### src/rtl/fft_pkg.sv
// Shared FFT constants and memory-map helpers, used by both the write side
// and the output unloader so they agree on the bank/address layout.
package fft_pkg;

    localparam int N       = 64;
    localparam int LOGN    = 6;
    localparam int BANK_AW = 5;

    typedef enum logic {
        ST_IDLE  = 1'b0,
        ST_DRAIN = 1'b1
    } unload_state_e;

    // Mirror the 6 index bits: DIF output bin n lives at location bitrev6(n).
    function automatic logic [LOGN-1:0] bitrev6(input logic [LOGN-1:0] v);
        logic [LOGN-1:0] r;
        for (int i = 0; i < LOGN; i++) begin
            r[LOGN-1-i] = v[i];
        end
        return r;
    endfunction

    // Bank select: XOR of all index bits (invariant under bit reversal).
    function automatic logic parity6(input logic [LOGN-1:0] v);
        return ^v;
    endfunction

endpackage

### src/rtl/fft_skid_fifo.sv
// Two-entry FIFO that absorbs downstream backpressure on the unload stream.
module fft_skid_fifo #(
    parameter int W = 39
) (
    input  logic         clk,
    input  logic         nrst,
    input  logic         push_i,
    input  logic [W-1:0] wdata_i,
    input  logic         pop_i,
    output logic [W-1:0] rdata_o,
    output logic [1:0]   count_o
);

    logic [W-1:0] mem_q [2];
    logic         wr_ptr_q;
    logic         rd_ptr_q;
    logic [1:0]   count_q;
    logic [1:0]   count_d;

    // Occupancy after this cycle's push/pop.
    always_comb begin
        count_d = count_q + {1'b0, push_i} - {1'b0, pop_i};
    end

    // Storage and pointers; entries cleared on reset so the head reads 0.
    always_ff @(posedge clk) begin
        if (!nrst) begin
            mem_q[0] <= '0;
            mem_q[1] <= '0;
            wr_ptr_q <= 1'b0;
            rd_ptr_q <= 1'b0;
            count_q  <= 2'd0;
        end else begin
            if (push_i) begin
                mem_q[wr_ptr_q] <= wdata_i;
                wr_ptr_q        <= ~wr_ptr_q;
            end
            if (pop_i) begin
                rd_ptr_q <= ~rd_ptr_q;
            end
            count_q <= count_d;
        end
    end

    assign rdata_o = mem_q[rd_ptr_q];
    assign count_o = count_q;

endmodule

### src/rtl/fft_output_unloader.sv
// Streams the 64 FFT bins out of the two parity-interleaved banks in natural
// order, undoing the bit-reversed DIF layout, over a valid/ready interface.
module fft_output_unloader
    import fft_pkg::*;
#(
    parameter int DW = 32
) (
    input  logic               clk,
    input  logic               nrst,
    input  logic               output_start,
    output logic               re_b0,
    output logic               re_b1,
    output logic [BANK_AW-1:0] raddr_b0,
    output logic [BANK_AW-1:0] raddr_b1,
    input  logic [DW-1:0]      rdata_b0,
    input  logic [DW-1:0]      rdata_b1,
    output logic               out_valid,
    input  logic               out_ready,
    output logic [DW-1:0]      out_data,
    output logic [LOGN-1:0]    out_index,
    output logic               out_last,
    output logic               busy,
    output logic               overrun
);

    localparam int EW = DW + LOGN + 1;

    unload_state_e      state_q, state_d;
    logic               start_prev_q;
    logic               armed_q;
    logic [LOGN:0]      rd_n_q, rd_n_d;
    logic               overrun_q, overrun_d;
    logic               inflight_q;
    logic               bank_q;
    logic [LOGN-1:0]    n_q;

    logic               start_edge;
    logic               pop;
    logic               final_hs;
    logic               rd_issue;
    logic               rd_bank;
    logic [BANK_AW-1:0] rd_addr;
    logic [1:0]         fifo_count;
    logic [EW-1:0]      fifo_wdata;
    logic [EW-1:0]      fifo_head;

    // armed_q blocks a level that was already high when reset released from
    // looking like a fresh request; a low must be seen first.
    assign start_edge = output_start & ~start_prev_q & armed_q;
    assign out_valid  = (fifo_count != 2'd0);
    assign pop        = out_valid & out_ready;
    assign {out_data, out_index, out_last} = fifo_head;
    assign final_hs   = pop & out_last;
    assign busy       = (state_q == ST_DRAIN);
    assign overrun    = overrun_q;

    // Read issue and bank port drive: only the parity bank of rd_n is enabled,
    // and only while FIFO plus in-flight word leave room after this cycle's pop.
    always_comb begin
        rd_issue = 1'b0;
        re_b0    = 1'b0;
        re_b1    = 1'b0;
        raddr_b0 = '0;
        raddr_b1 = '0;
        rd_bank  = parity6(rd_n_q[LOGN-1:0]);
        rd_addr  = BANK_AW'(bitrev6(rd_n_q[LOGN-1:0]) >> 1);
        if (state_q == ST_DRAIN && !rd_n_q[LOGN] &&
            ({1'b0, fifo_count} + {2'b00, inflight_q} < 3'd2 + {2'b00, pop})) begin
            rd_issue = 1'b1;
        end
        if (rd_issue) begin
            if (rd_bank) begin
                re_b1    = 1'b1;
                raddr_b1 = rd_addr;
            end else begin
                re_b0    = 1'b1;
                raddr_b0 = rd_addr;
            end
        end
    end

    // Next-state: start edge launches an unload; the n = 63 handshake ends it,
    // unless a start edge lands on that same cycle, which restarts at n = 0.
    always_comb begin
        state_d   = state_q;
        rd_n_d    = rd_n_q + {{LOGN{1'b0}}, rd_issue};
        overrun_d = overrun_q;
        case (state_q)
            ST_IDLE: begin
                if (start_edge) begin
                    state_d = ST_DRAIN;
                    rd_n_d  = '0;
                end
            end
            ST_DRAIN: begin
                if (start_edge && final_hs) begin
                    rd_n_d = '0;
                end else begin
                    if (start_edge) begin
                        overrun_d = 1'b1;
                    end
                    if (final_hs) begin
                        state_d = ST_IDLE;
                    end
                end
            end
            default: state_d = ST_IDLE;
        endcase
    end

    // State, edge detect, and the one-stage tag pipeline matching bank latency.
    always_ff @(posedge clk) begin
        if (!nrst) begin
            state_q      <= ST_IDLE;
            start_prev_q <= 1'b0;
            armed_q      <= 1'b0;
            rd_n_q       <= '0;
            overrun_q    <= 1'b0;
            inflight_q   <= 1'b0;
            bank_q       <= 1'b0;
            n_q          <= '0;
        end else begin
            state_q      <= state_d;
            start_prev_q <= output_start;
            armed_q      <= armed_q | ~output_start;
            rd_n_q       <= rd_n_d;
            overrun_q    <= overrun_d;
            inflight_q   <= rd_issue;
            bank_q       <= rd_bank;
            n_q          <= rd_n_q[LOGN-1:0];
        end
    end

    assign fifo_wdata = {(bank_q ? rdata_b1 : rdata_b0), n_q, (n_q == LOGN'(N - 1))};

    fft_skid_fifo #(
        .W (EW)
    ) u_fifo (
        .clk     (clk),
        .nrst    (nrst),
        .push_i  (inflight_q),
        .wdata_i (fifo_wdata),
        .pop_i   (pop),
        .rdata_o (fifo_head),
        .count_o (fifo_count)
    );

endmodule

### config.mk
export PLATFORM = sky130hd
export DESIGN_NAME = fft_output_unloader
export DESIGN_NICKNAME = d
export VERILOG_FILES = /design/src/rtl/fft_pkg.sv /design/src/rtl/fft_skid_fifo.sv /design/src/rtl/fft_output_unloader.sv
export SDC_FILE = /design/constraint.sdc
export NUM_CORES = 1
export LEC_CHECK = 0
export BUFFER_PORTS_ARGS = -buffer_cell sky130_fd_sc_hd__buf_2
export CORE_MARGIN = 1.5
export CORE_UTILIZATION = 40
export DETAILED_ROUTE_END_ITERATION = 10
export SLEW_MARGIN = 15
export SYNTH_ARGS = -nofsm -noshare
export SYNTH_HDL_FRONTEND = slang
export SYNTH_SLANG_ARGS = --single-unit
### constraint.sdc
create_clock -name clk -period 6.75 [get_ports clk]
set_clock_uncertainty 0.15 [all_clocks]
set_input_delay 0.675 -clock clk [delete_from_list [all_inputs] [get_ports clk]]
set_output_delay 0.675 -clock clk [all_outputs]
set_load 0.01 [all_outputs]
==> results.md, run 1 <==
Timing:
- Based on the critical path, the design can be clocked at up to 359.6 MHz.
- The number of slew-limit violations in the final report came to 0.
- For the finished layout, the period the worst path requires is 2.781 ns.
- The worst max-slew margin expressed relative to the limit is 33.67%.
- Setup repair after global routing left no endpoint under its margin.
- Setup slack closes at 3.969 ns.
- The measured slew at the worst slew-check pin is 0.9950 ns.
- The final critical path takes up 41.20% of the cycle.
- The number of hold violations in the final report was 0.
- For the final routed database, the setup TNS stands at 0 ns.
- Setup violations remaining at the end of the flow were counted as 0.

Placed design:
- The pre-CTS setup slack is 3.987 ns.
- Buffers placed on the I/O ports in this run total 121.
- Routability-driven placement finished with a final weighted congestion of 0.7245.
- The HPWL after detailed placement is 5.607 mm.

Logic synthesis:
- The number of nets in the synthesized netlist is 433.
- The gate count of the mapped netlist is 357.
- Yosys attributes the largest share of cell area to edfxtp_1, dfxtp_1, mux2_2.
- The post-synthesis area per instance is 12.94 sq um.
- The mapped netlist covers 4618 sq um.
- Yosys printed 0 warnings.
- The top cell type by area accounts for 50.72% of the synthesized area.
- The portion of the post-synthesis area used by sequential elements is 61.12%.
- The cell accounting for the most synthesized area is edfxtp_1.
- The post-synthesis sequential element count is 102.
- The synthesized netlist contains 30 unique library cells.

Pwr:
- Across the VDD grid, the largest voltage drop is 0.0001483 V.
- In this run the static leakage power is 2.364 nW.
- The ratio of total power to cell area is 277.8 nW/um^2.

Critical path:
- STA puts the critical path data arrival time at 1.96 ns.
- By startpoint and endpoint, the worst setup path is classified as register to primary output.
- The worst stage delay on the critical path is 0.42 ns.
- For the worst setup path, the data required time is 5.92 ns.
- The biggest fanout along the worst timing path is 7.
- The signal on the critical path passes through ha_1, xor2_1, xnor2_1, and3_1, buf_2.
- The endpoint class of the critical path is a primary output.
- On the critical path the largest part of the delay comes from XOR/XNOR gates.
- Together, buffers and inverters on the worst path number 1.
- The kind of start point of the critical path is a register.
- The slowest library cell on the worst path is dfxtp_1.

Route:
- The detailed-route DRC error count is 0.
- The average wire per cell in the routed design is 13.78 um.
- The final layout contains routed wiring with a total length of 8.570 mm.
- The count of vias placed by the detailed router is 2,971.
- In the routed layout, each cell is associated on average with a via count of 4.777.
- The number of antenna-violating nets in the routed design is 0.
- The first detailed-routing pass took 4 iterations.
- For this block, the initial DRC count from the detailed router was 78.

Clock tree:
- The buffer depth of the longest clock path is 2.
- The H-tree was split into 3 levels.
- The clock edge transition at the registers on the reported setup and hold paths is 0.06 ns.
- The clock net in this run drives a total of 102 sinks.
- The number of resized instances in the post-cts repair step is 0.
- Clock tree synthesis inserted a total of 9 buffers.
- The tree is rooted in a clkbuf_16.
- In this run, post-CTS hold repair placed 0 buffers.
- Buffers added to address setup during post-CTS repair amount to 0.
- The CTS tree is done.
- For the worst-skew pair, the clock arrives at the later sink with an insertion delay of 0.33 ns.

Floorplan:
- The chip width is 110.5 um.
- The die outline area is 12,200 sq um.
- Once the floorplan was initialized, standard cells occupied 40.79% of the core.
- From bottom edge to top edge, the die measures 110.5 um.
- 122 I/O pins were placed.
- The core region is 11,320 sq um.
- The number of rows in the core area is 39.

Cells and area:
- After filler insertion, the fill cell instance count of the layout stands at 1,033.
- The share of final-layout standard cells stronger than drive strength 1 is 38.41%.
- The number of antenna diodes in the final layout is 0.
- The net count of the finished layout is 550.
- Compared with the post-synthesis result, the final layout area differs by 21.46%.

Global routing:
- The number of antenna violations at the first check in global routing is 0.
- The first global-routing pass estimated 13.95 mm of wire.
- The number of global-route vias before repair is 2,940.
- The pin count of the biggest net entering global routing is 40.
- In the global route stage, overall resource usage came out at 14.41%.
- The total overflow left after global routing is 0.

Flow run:
- The number of max-cap violations is 0.

Hold path:
- In this run the worst hold path is classified as register to register.

Run status:
- The flow ran to the end, and the final reports show no timing, DRC or antenna violations.
-- placed cells by master (no fill, tap or decap), types with 2 or more instances in the layout --
cell type / n
clkbuf_16: 9
xnor2_1: 7
and2_1: 28
nand3_1: 4
clkinv_2: 2
and3_1: 11
nor2_1: 77
mux2i_1: 32
dfxtp_1: 22
nand2_1: 3
buf_2: 121
buf_4: 3
dfxtp_2: 2
mux2_2: 38
xor2_1: 6
clkbuf_1: 2
o21ai_2: 2
inv_1: 7
edfxtp_1: 78
ha_1: 8
a21boi_1: 2
-- stage by stage --
stage / cell area [sq um] / hold WS, ns / total power [mW] / cells / utilization (%)
floorplan: 4618 / 0.2878 / 0.9749 / 357 / -
global placement: 5325 / 0.3014 / 1.081 / 606 / 47.04
detailed placement: 5325 / 0.3210 / 1.086 / 606 / 47.04
CTS: 5609 / 0.3311 / 1.577 / 622 / 49.55
global route: 5609 / 0.3473 / 1.631 / 622 / 49.55
finish: 5609 / 0.3233 / 1.558 / 622 / 49.55
-- registers in the layout (all words and copies together) (netlist names), 2 cells and up, named ones only --
signal          count
rd_n_q              7
u_fifo.count_o      2
u_fifo.mem_q       78
n_q                 6
-- where the power goes --
group / internal (mW) / total (mW) / switching [mW]
combinational: 0.163 / 0.295 / 0.132
clock: 0.285 / 0.492 / 0.207
sequential: 0.714 / 0.772 / 0.0584
-- synthesized netlist by cell type --
| master | n |
|---|---|
| nand2_1 | 4 |
| o21ai_2 | 2 |
| clkbuf_1 | 5 |
| xor2_1 | 6 |
| and3_1 | 11 |
| mux2_2 | 38 |
| or2_2 | 1 |
| o21a_1 | 1 |
| edfxtp_1 | 78 |
| a21boi_0 | 1 |
| and3_4 | 1 |
| inv_1 | 7 |
| nand3b_1 | 1 |
| o21ai_0 | 1 |
| a21boi_1 | 2 |
| nand3_1 | 4 |
| and2_1 | 28 |
| and4_1 | 1 |
| mux2_4 | 1 |
| nor2_1 | 77 |
| or2_1 | 1 |
| buf_4 | 3 |
| dfxtp_1 | 24 |
| o21ai_1 | 1 |
| xnor2_1 | 7 |
| mux2i_1 | 32 |
| buf_2 | 6 |
| a21bo_1 | 1 |
| ha_1 | 8 |
| buf_6 | 4 |
-- layout make-up --
type                            count  area, sq um  share of cell area (%)
Clock buffer                       11        232.7                   4.149
Clock inverter                      5        51.30                  0.9146
Inverter                            7        26.28                  0.4684
Multi-Input combinational cell    230         1667                   29.71
Sequential cell                   102         2825                   50.37
Tap cell                          143        178.9                   3.190
Timing Repair Buffer              124        628.1                   11.20
-- cell families (layout without fill, tap and decap cells) --
logic type / Yosys count / count (layout) / share of synthesized area [%]
multiplexers: 71 / 71 / 16.53
buffers and inverters: 25 / 147 / 3.089
flip-flops: 102 / 102 / 61.12
XOR/XNOR: 13 / 13 / 2.465
AND/OR/NAND/NOR: 129 / 129 / 13.17
AO/OA/AOI/OAI: 9 / 9 / 1.463
adder cells (fa/ha/maj): 8 / 8 / 2.168
-- metal layers --
layer | track usage [%] | part of all wire, % | vias up | wire, um
met4 | 4.103 | 0.93 | 0 | 80
met2 | 24.32 | 49 | 82 | 4228
met5 | 0 | 0 | - | 0
li1 | - | - | 1479 | -
met3 | 4.336 | 5.6 | 7 | 477
met1 | 17.93 | 44 | 1403 | 3783
-- worst reg2reg max path, delay by kind of cell, from the launching register on --
kind / cells / cell delay [ns]
fa+ha+maj: 4 / 0.79
flops: 1 / 0.46
compound gates: 1 / 0.07
xor+xnor: 1 / 0.14
simple gates: 3 / 0.43
-- final timing paths --
kind | startpoint | to | slack (ns) | cells after the start
worst min-delay path | armed_q | armed_q | 0.32 | 2
worst min register to register | armed_q | armed_q | 0.32 | 2
worst max-delay path | rd_n_q[3] | raddr_b1[1] | 3.97 | 5
worst max register to register | inflight_q | rd_n_q[6] | 4.59 | 9
Power figures use the tool's default switching activity.
==> run 2, diff against run 1 <==
clock period = 2.8 ns   (was 6.75 ns; I/O delays follow)
==> results.md, run 2 (same netlist as run 1, synthesis figures left out) <==
Run status:
- The flow ran to the end, and the final reports show no timing, DRC or antenna violations.

Route:
- The count of vias placed by the detailed router is 3,034 (+2.1%).
- The detailed-route DRC error count is 0 (unchanged).
- The count of routing violations after the opening detailed-route iteration was 83 (+6.4%).
- The total wire length is 8.958 mm (+4.5%).
- The number of antenna-violating nets in the routed design is 0 (unchanged).
- The ratio of routed vias to standard cells is 4.847 (+1.5%).
- The count of TritonRoute iterations in the first routing pass is 4 (unchanged).
- The average wire per cell in the routed design was 14.31 um (+3.9%).

Clock tree:
- The hold buffer count at cts is 0 (unchanged).
- The total setup buffers inserted after CTS came to 0 (unchanged).
- The buffer depth of the longest clock path is 2 (unchanged).
- The clock edge transition at the registers on the reported setup and hold paths was 0.06 ns (about the same).
- The number of CTS-inserted buffers is 9 (unchanged).
- The number of sinks handled by clock tree synthesis is 102 (unchanged).
- The CTS tree is done.
- The clock root buffer is clkbuf_16.
- The number of resized instances in the post-cts repair step is 0 (unchanged).
- The clock insertion delay at the later pin of the skew report is 0.33 ns (about the same).
- The number of levels in the clock H-tree came to 3 (unchanged).

Critical path:
- The arrival time reported for the critical path endpoint is 1.98 ns (+0.02 ns).
- By startpoint and endpoint, the worst setup path is classified as register to primary output.
- The kind of start point of the critical path is a register.
- The required time of the critical path is 2.37 ns (-3.55 ns).
- STA classifies the critical path endpoint as a primary output.
- The biggest fanout along the worst timing path was 6 (-1).

Floorplan:
- The number of top-level pins was 122 (unchanged).
- The number of rows in the core area is 39 (unchanged).
- The chip height is 110.5 um (unchanged).
- The chip width is 110.5 um (unchanged).
- The die outline area is 12,200 sq um (unchanged).
- The area of the core region came to 11,320 sq um (unchanged).
- The starting density of the core is 40.79% (unchanged).

Global routing:
- The number of global-route vias before repair is 3,096 (+5.3%).
- The pin count of the biggest net entering global routing came to 40 (unchanged).
- The total global-route track usage is 15.29% (+0.89 points).
- The global-route wire length before repair is 14.95 mm (+7.1%).
- The number of antenna violations at the first check in global routing is 0 (unchanged).
- The final global-route overflow total was 0 (unchanged).

Cells and area:
- The top cell types in the final layout, fill and taps aside, are buf_2, edfxtp_1, nor2_1, mux2_2, mux2i_1.
- The largest registers in the layout are u_fifo.mem_q x78, rd_n_q x7, n_q x6.
- Leaving out fill and tap cells, the most frequent cell in the layout is buf_2.
- The share of final-layout standard cells stronger than drive strength 1 is 38.92% (+0.51 points).
- The count of inserted antenna diode cells is 0 (unchanged).
- The largest register by flop count is u_fifo.mem_q.
- The number of cells in the finished layout apart from fillers is 626 (+0.64%).
- The growth of design area from synthesis to finish is 22.70%.
- The number of flip-flops in the largest register is 78 (unchanged).
- The number of nets in the final layout came to 554 (+0.73%).

Placed design:
- The number of I/O port buffers is 121 (unchanged).
- The placed cell count is 610 (+0.66%).
- The HPWL after detailed placement came to 6.058 mm (+8.0%).
- The final weighted congestion in routability-driven placement came to 0.6968 (-3.8%).

Pwr:
- The ratio of total power to cell area came to 670.3 nW/um^2 (+140%).
- The leakage power total is 2.388 nW (+1.0%).
- The worst-case vdd ir drop is 0.0003257 V (+120%).

Timing:
- The accumulated negative setup slack was 0 ns (unchanged).
- The number of hold violations in the final report was 0 (unchanged).
- The final count of negative-setup-slack endpoints is 0 (unchanged).
- The measured slew at the worst slew-check pin is 0.7268 ns (-0.2682 ns).
- The number of slew-limit violations in the final report is 0 (unchanged).
- The highest clock frequency the design can meet is 414.8 MHz.
- The clock period minus final worst setup slack is 2.411 ns.
- The worst max-slew margin expressed relative to the limit is 51.55% (+18 points).
- Setup repair after global routing left no endpoint under its margin.
- After layout, the worst path uses 86.09% of the clock period.

Flow run:
- The number of max-cap violations is 0 (unchanged).

Hold path:
- The class of the tightest hold or removal check is input pin to register.
==> run 2: cell types whose count changed in the layout (fill, tap and decap cells not counted), sizes merged <==
| cell | previous run | this run |
|---|---|---|
| clkbuf | 11 | 12 |
| buf | 124 | 128 |
| clkinv | 3 | 1 |
| clkinvlp | 1 | 2 |
==> run 2: cell type report <==
class | count | area (sq um)
multi-input cells | 230 | 1667
clock buffers | 12 | 236.5
well taps | 143 | 178.9
flip-flops and latches | 102 | 2825
inverters | 7 | 26.28
repair buffers | 128 | 683.2
clock inverters | 4 | 50.05
fillers | 1021 | 5654
==> run 2: stage by stage <==
stage / hold slack, ns / total power, mW / setup slack [ns] / cell area (sq um) / util, %
floorplan: 0.2362 / 2.348 / 0.5427 / 4622 / -
global placement: 0.2995 / 2.639 / 0.7228 / 5380 / 47.52
detailed placement: 0.3129 / 2.653 / 0.6515 / 5380 / 47.52
CTS: 0.01260 / 3.842 / 0.3784 / 5667 / 50.06
global route: 0.01578 / 3.987 / 0.2384 / 5667 / 50.06
finish: 0.01699 / 3.798 / 0.3895 / 5667 / 50.06
==> run 2: path summary, 6_finish.rpt <==
check / cells after the start / startpoint / endpoint / slack, ns
worst min-delay path: 2 / output_start / armed_q / 0.02
worst min register to register: 2 / armed_q / armed_q / 0.32
worst max register to register: 9 / inflight_q / rd_n_q[6] / 0.67
worst max-delay path: 5 / rd_n_q[2] / raddr_b0[1] / 0.39
==> run 2: per-layer routing <==
layer / up-vias / track usage [%] / wire [um]
li1: 1496 / - / -
met1: 1436 / 19.36 / 3879
met2: 89 / 25.97 / 4459
met3: 13 / 3.403 / 484
met4: 0 / 5.128 / 134
met5: - / 0 / 0
==> run 2: critical path, stage by stage (launching register included) <==
cell,delay (ns)
dfxtp_1,0.45
ha_1,0.28
xor2_1,0.25
xor2_1,0.33
and3_1,0.21
buf_2,0.13
==> run 2: where the power goes <==
part	total [mW]	internal [mW]	switching, mW
clock network	1.19	0.692	0.500
logic	0.791	0.416	0.376
registers	1.82	1.72	0.0956
total	3.80	2.83	0.971
==> run 3, diff against run 2 <==
SYNTH_HIERARCHICAL = 1   (was unset)
==> results.md, run 3 <==
Placed design:
- The placed cell count is 650 (+6.6%).
- The HPWL after detailed placement came to 6.305 mm (+4.1%).
- The pre-CTS setup slack came to 0.5031 ns (-0.1484 ns).
- The cell area reported after detailed placement is 5588 sq um (+3.9%).
- The final weighted congestion in routability-driven placement is 0.7166 (+2.8%).
- The number of I/O port buffers came to 121 (unchanged).

Logic synthesis:
- The summed instance area of the synthesized netlist is 4841 sq um (+4.8%).
- Ranked by total cell area, the synthesized netlist is headed by edfxtp_1, mux2_2, dfxtp_1.
- Yosys instantiated no cell more often than nor2_1.
- The post-synthesis area per instance came to 12.04 sq um (-6.9%).
- The portion of synthesized cell area occupied by the leading cell type is 48.38% (-2.3 points).
- The number of synthesis warnings is 6 (+6).
- The post-synthesis sequential element count came to 102 (unchanged).
- The gate count of the mapped netlist is 402 (+13%).
- The number of distinct standard cells referenced by the synthesized netlist is 35 (+17%).
- The commonest cells after synthesis are nor2_1, edfxtp_1, mux2_2.
- The async set-or-reset flop fraction in the synthesized netlist is 0% (unchanged).
- The number of flops mapped to enable cells by yosys is 78 (unchanged).
- The commonest register cell after synthesis is edfxtp_1.
- The portion of the post-synthesis area used by sequential elements is 58.31% (-2.8 points).
- The net count after synthesis is 478 (+10%).
- The cell accounting for the most synthesized area is edfxtp_1.

Route:
- The count of routing violations after the opening detailed-route iteration is 175 (+110%).
- The number of antenna-violating nets in the routed design is 0 (unchanged).
- The ratio of routed vias to standard cells is 4.897 (+1.0%).
- The detailed-route DRC error count is 0 (unchanged).
- The total wire length was 9.729 mm (+8.6%).
- The count of TritonRoute iterations in the first routing pass came to 4 (unchanged).
- The count of vias placed by the detailed router is 3,266 (+7.6%).
- The average wire per cell in the routed design is 14.59 um (+1.9%).

Timing:
- The post-route fraction of the period consumed by the critical path was 87.70% (+1.6 points).
- The setup slack after layout is 0.3444 ns (-0.04503 ns).
- The number of hold violations in the final report was 0 (unchanged).
- The tightest hold margin is 0.2400 ns (+0.2230 ns).
- The worst max-slew margin expressed relative to the limit was 61.53% (+10 points).
- The highest clock frequency the design can meet is 407.2 MHz (-1.8%).
- The accumulated negative setup slack is 0 ns (unchanged).
- The number of slew-limit violations in the final report is 0 (unchanged).
- The final count of negative-setup-slack endpoints is 0 (unchanged).
- Setup repair after global routing left no endpoint under its margin.
- The measured slew at the worst slew-check pin is 0.5770 ns (-0.1498 ns).
- The clock period minus final worst setup slack is 2.456 ns (+0.04503 ns).

Cells and area:
- The number of flip-flops in the largest register was 78 (unchanged).
- From synthesis to final layout, the design area changed by 21.79%.
- The leading cell type in the layout, fill and taps excluded is buf_2.
- The number of cells in the finished layout apart from fillers is 667 (+6.5%).
- The fill cell instance count of the final layout is 1,014 (-0.69%).
- The final cell area excluding filler cells is 5896 sq um (+4.0%).
- The utilization of the core after routing came to 50.76% (+0.71 points).
- The number of nets in the final layout is 595 (+7.4%).
- u_fifo/mem_q holds more flip-flops than any other register.
- The library cells used most frequently in the layout, excluding fill and tap cells, are buf_2, nor2_1, edfxtp_1, mux2_2, nand2_1.
- The count of inserted antenna diode cells is 0 (unchanged).
- The share of final-layout standard cells stronger than drive strength 1 is 41.98% (+3.1 points).
- The largest registers in the layout are u_fifo/mem_q x78, rd_n_q x7, n_q x6.

Clock tree:
- The clock edge transition at the registers on the reported setup and hold paths came to 0.06 ns (about the same).
- The hold buffer count at cts is 1 (+1).
- The CTS tree is done.
- The number of CTS-inserted buffers is 9 (unchanged).
- The number of resized instances in the post-cts repair step is 0 (unchanged).
- The number of levels in the clock H-tree came to 3 (unchanged).
- The total setup buffers inserted after CTS is 0 (unchanged).
- The clock root buffer is clkbuf_16.
- The number of sinks handled by clock tree synthesis is 102 (unchanged).
- The clock insertion delay at the later pin of the skew report is 0.33 ns (about the same).
- The buffer depth of the longest clock path is 2 (unchanged).

Global routing:
- The global-route wire length before repair was 15.55 mm (+4.1%).
- The pin count of the biggest net entering global routing was 56 (+40%).
- The number of global-route vias before repair is 3,239 (+4.6%).
- The total global-route track usage is 15.71% (+0.41 points).
- The number of antenna violations at the first check in global routing is 0 (unchanged).
- The final global-route overflow total came to 0 (unchanged).

Run status:
- The flow ran to the end, and the final reports show no timing, DRC or antenna violations.

Critical path:
- The arrival time reported for the critical path endpoint is 2.03 ns (+0.05 ns).
- The end of the worst register-to-register path is rd_n_q[5].
- The required time of the critical path is 2.37 ns (about the same).
- The biggest fanout along the worst timing path is 7 (+1).
- The critical path in this run is classified as register to primary output.
- The startpoint identified for the worst register-to-register timing path is inflight_q.
- STA classifies the critical path startpoint as a register.
- The worst setup path is captured at a primary output.
- The reg2reg setup slack is 0.49 ns (-0.18 ns).
- The worst reg2reg path depth is 9 (unchanged).

Floorplan:
- The number of rows in the core area came to 39 (unchanged).
- The die outline area is 12,770 sq um (+4.7%).
- The starting density of the core is 41.68% (+0.89 points).
- The chip height is 113.0 um (+2.3%).
- The area of the core region is 11,610 sq um (+2.6%).
- The number of top-level pins was 122 (unchanged).
- The chip width came to 113.0 um (+2.3%).

Hold path:
- The worst hold path depth is 4 (+2).
- For hold timing, the worst endpoint is u_fifo/mem_q[1][23].
- The class of the tightest hold or removal check is input pin to register.
- In this run the most critical hold path is launched from rdata_b1[16].

Flow run:
- The number of max-cap violations was 0 (unchanged).

Pwr:
- The leakage power total came to 2.430 nW (+1.7%).
- The final total power came to 3.894 mW (+2.5%).
- The worst-case vdd ir drop is 0.0002997 V (-8.0%).
- The ratio of total power to cell area is 660.4 nW/um^2 (-1.5%).
==> run 3: cell count changes in the layout (fill, tap and decap cells not counted), moves of 4 or more <==
cell     before  now
and2_1       28   10
nor2_1       77   88
nand2_1       3   45
nor4b_1       0   10
mux2_4        1   10
mux2i_1      32    0
and3_1       11    0
mux2_2       38   59
xnor2_1       7    3
==> run 3: worst max path at each step <==
| stage | slack, ns | startpoint | cells after the start | end |
|---|---|---|---|---|
| 2_1_floorplan | 0.66 | inflight_q | 9 | rd_n_q[5] |
| 3_3_place_gp | 0.55 | inflight_q | 9 | rd_n_q[6] |
| 3_5_place_dp | 0.50 | inflight_q | 9 | rd_n_q[6] |
| 4_1_cts | 0.33 | rd_n_q[3] | 5 | raddr_b1[0] |
| 5_1_grt | 0.16 | rd_n_q[3] | 5 | raddr_b0[3] |
| 6_report | 0.34 | rd_n_q[2] | 5 | raddr_b1[0] |
==> run 3: report_power, final <==
group / switching, mW / internal, mW
clock: 0.498 / 0.704
sequential: 0.0745 / 1.72
combinational: 0.441 / 0.456
total: 1.01 / 2.88
==> run 3: cell families after synthesis <==
family,share of synthesized area [%]
AO/OA/AOI/OAI,1.499
adder cells (fa/ha/maj),2.068
multiplexers,17.29
flip-flops,58.31
buffers and inverters,3.489
AND/OR/NAND/NOR,15.25
XOR/XNOR,2.094
==> run 3: final cells by class <==
cell class / count / area (sq um) / area share [%]
well taps: 143 / 178.9 / 3.035
clock buffers: 14 / 285.3 / 4.839
multi-input cells: 267 / 1857 / 31.49
inverters: 8 / 30.03 / 0.5093
clock inverters: 2 / 12.51 / 0.2122
repair buffers: 131 / 708.2 / 12.01
flip-flops and latches: 102 / 2824 / 47.90
==> run 3: routing by layer <==
| metal | GRT usage [%] | wire (um) |
|---|---|---|
| met5 | 0 | 0 |
| met4 | 6.750 | 137 |
| met3 | 2.303 | 448 |
| met2 | 26.79 | 4678 |
| met1 | 20.01 | 4465 |
==> run 3: critical path, stage by stage (launching register included) <==
cell     delay [ns]
dfxtp_1        0.43
ha_1           0.28
xor2_1         0.26
xor2_1         0.45
nor4b_1        0.11
buf_2          0.16
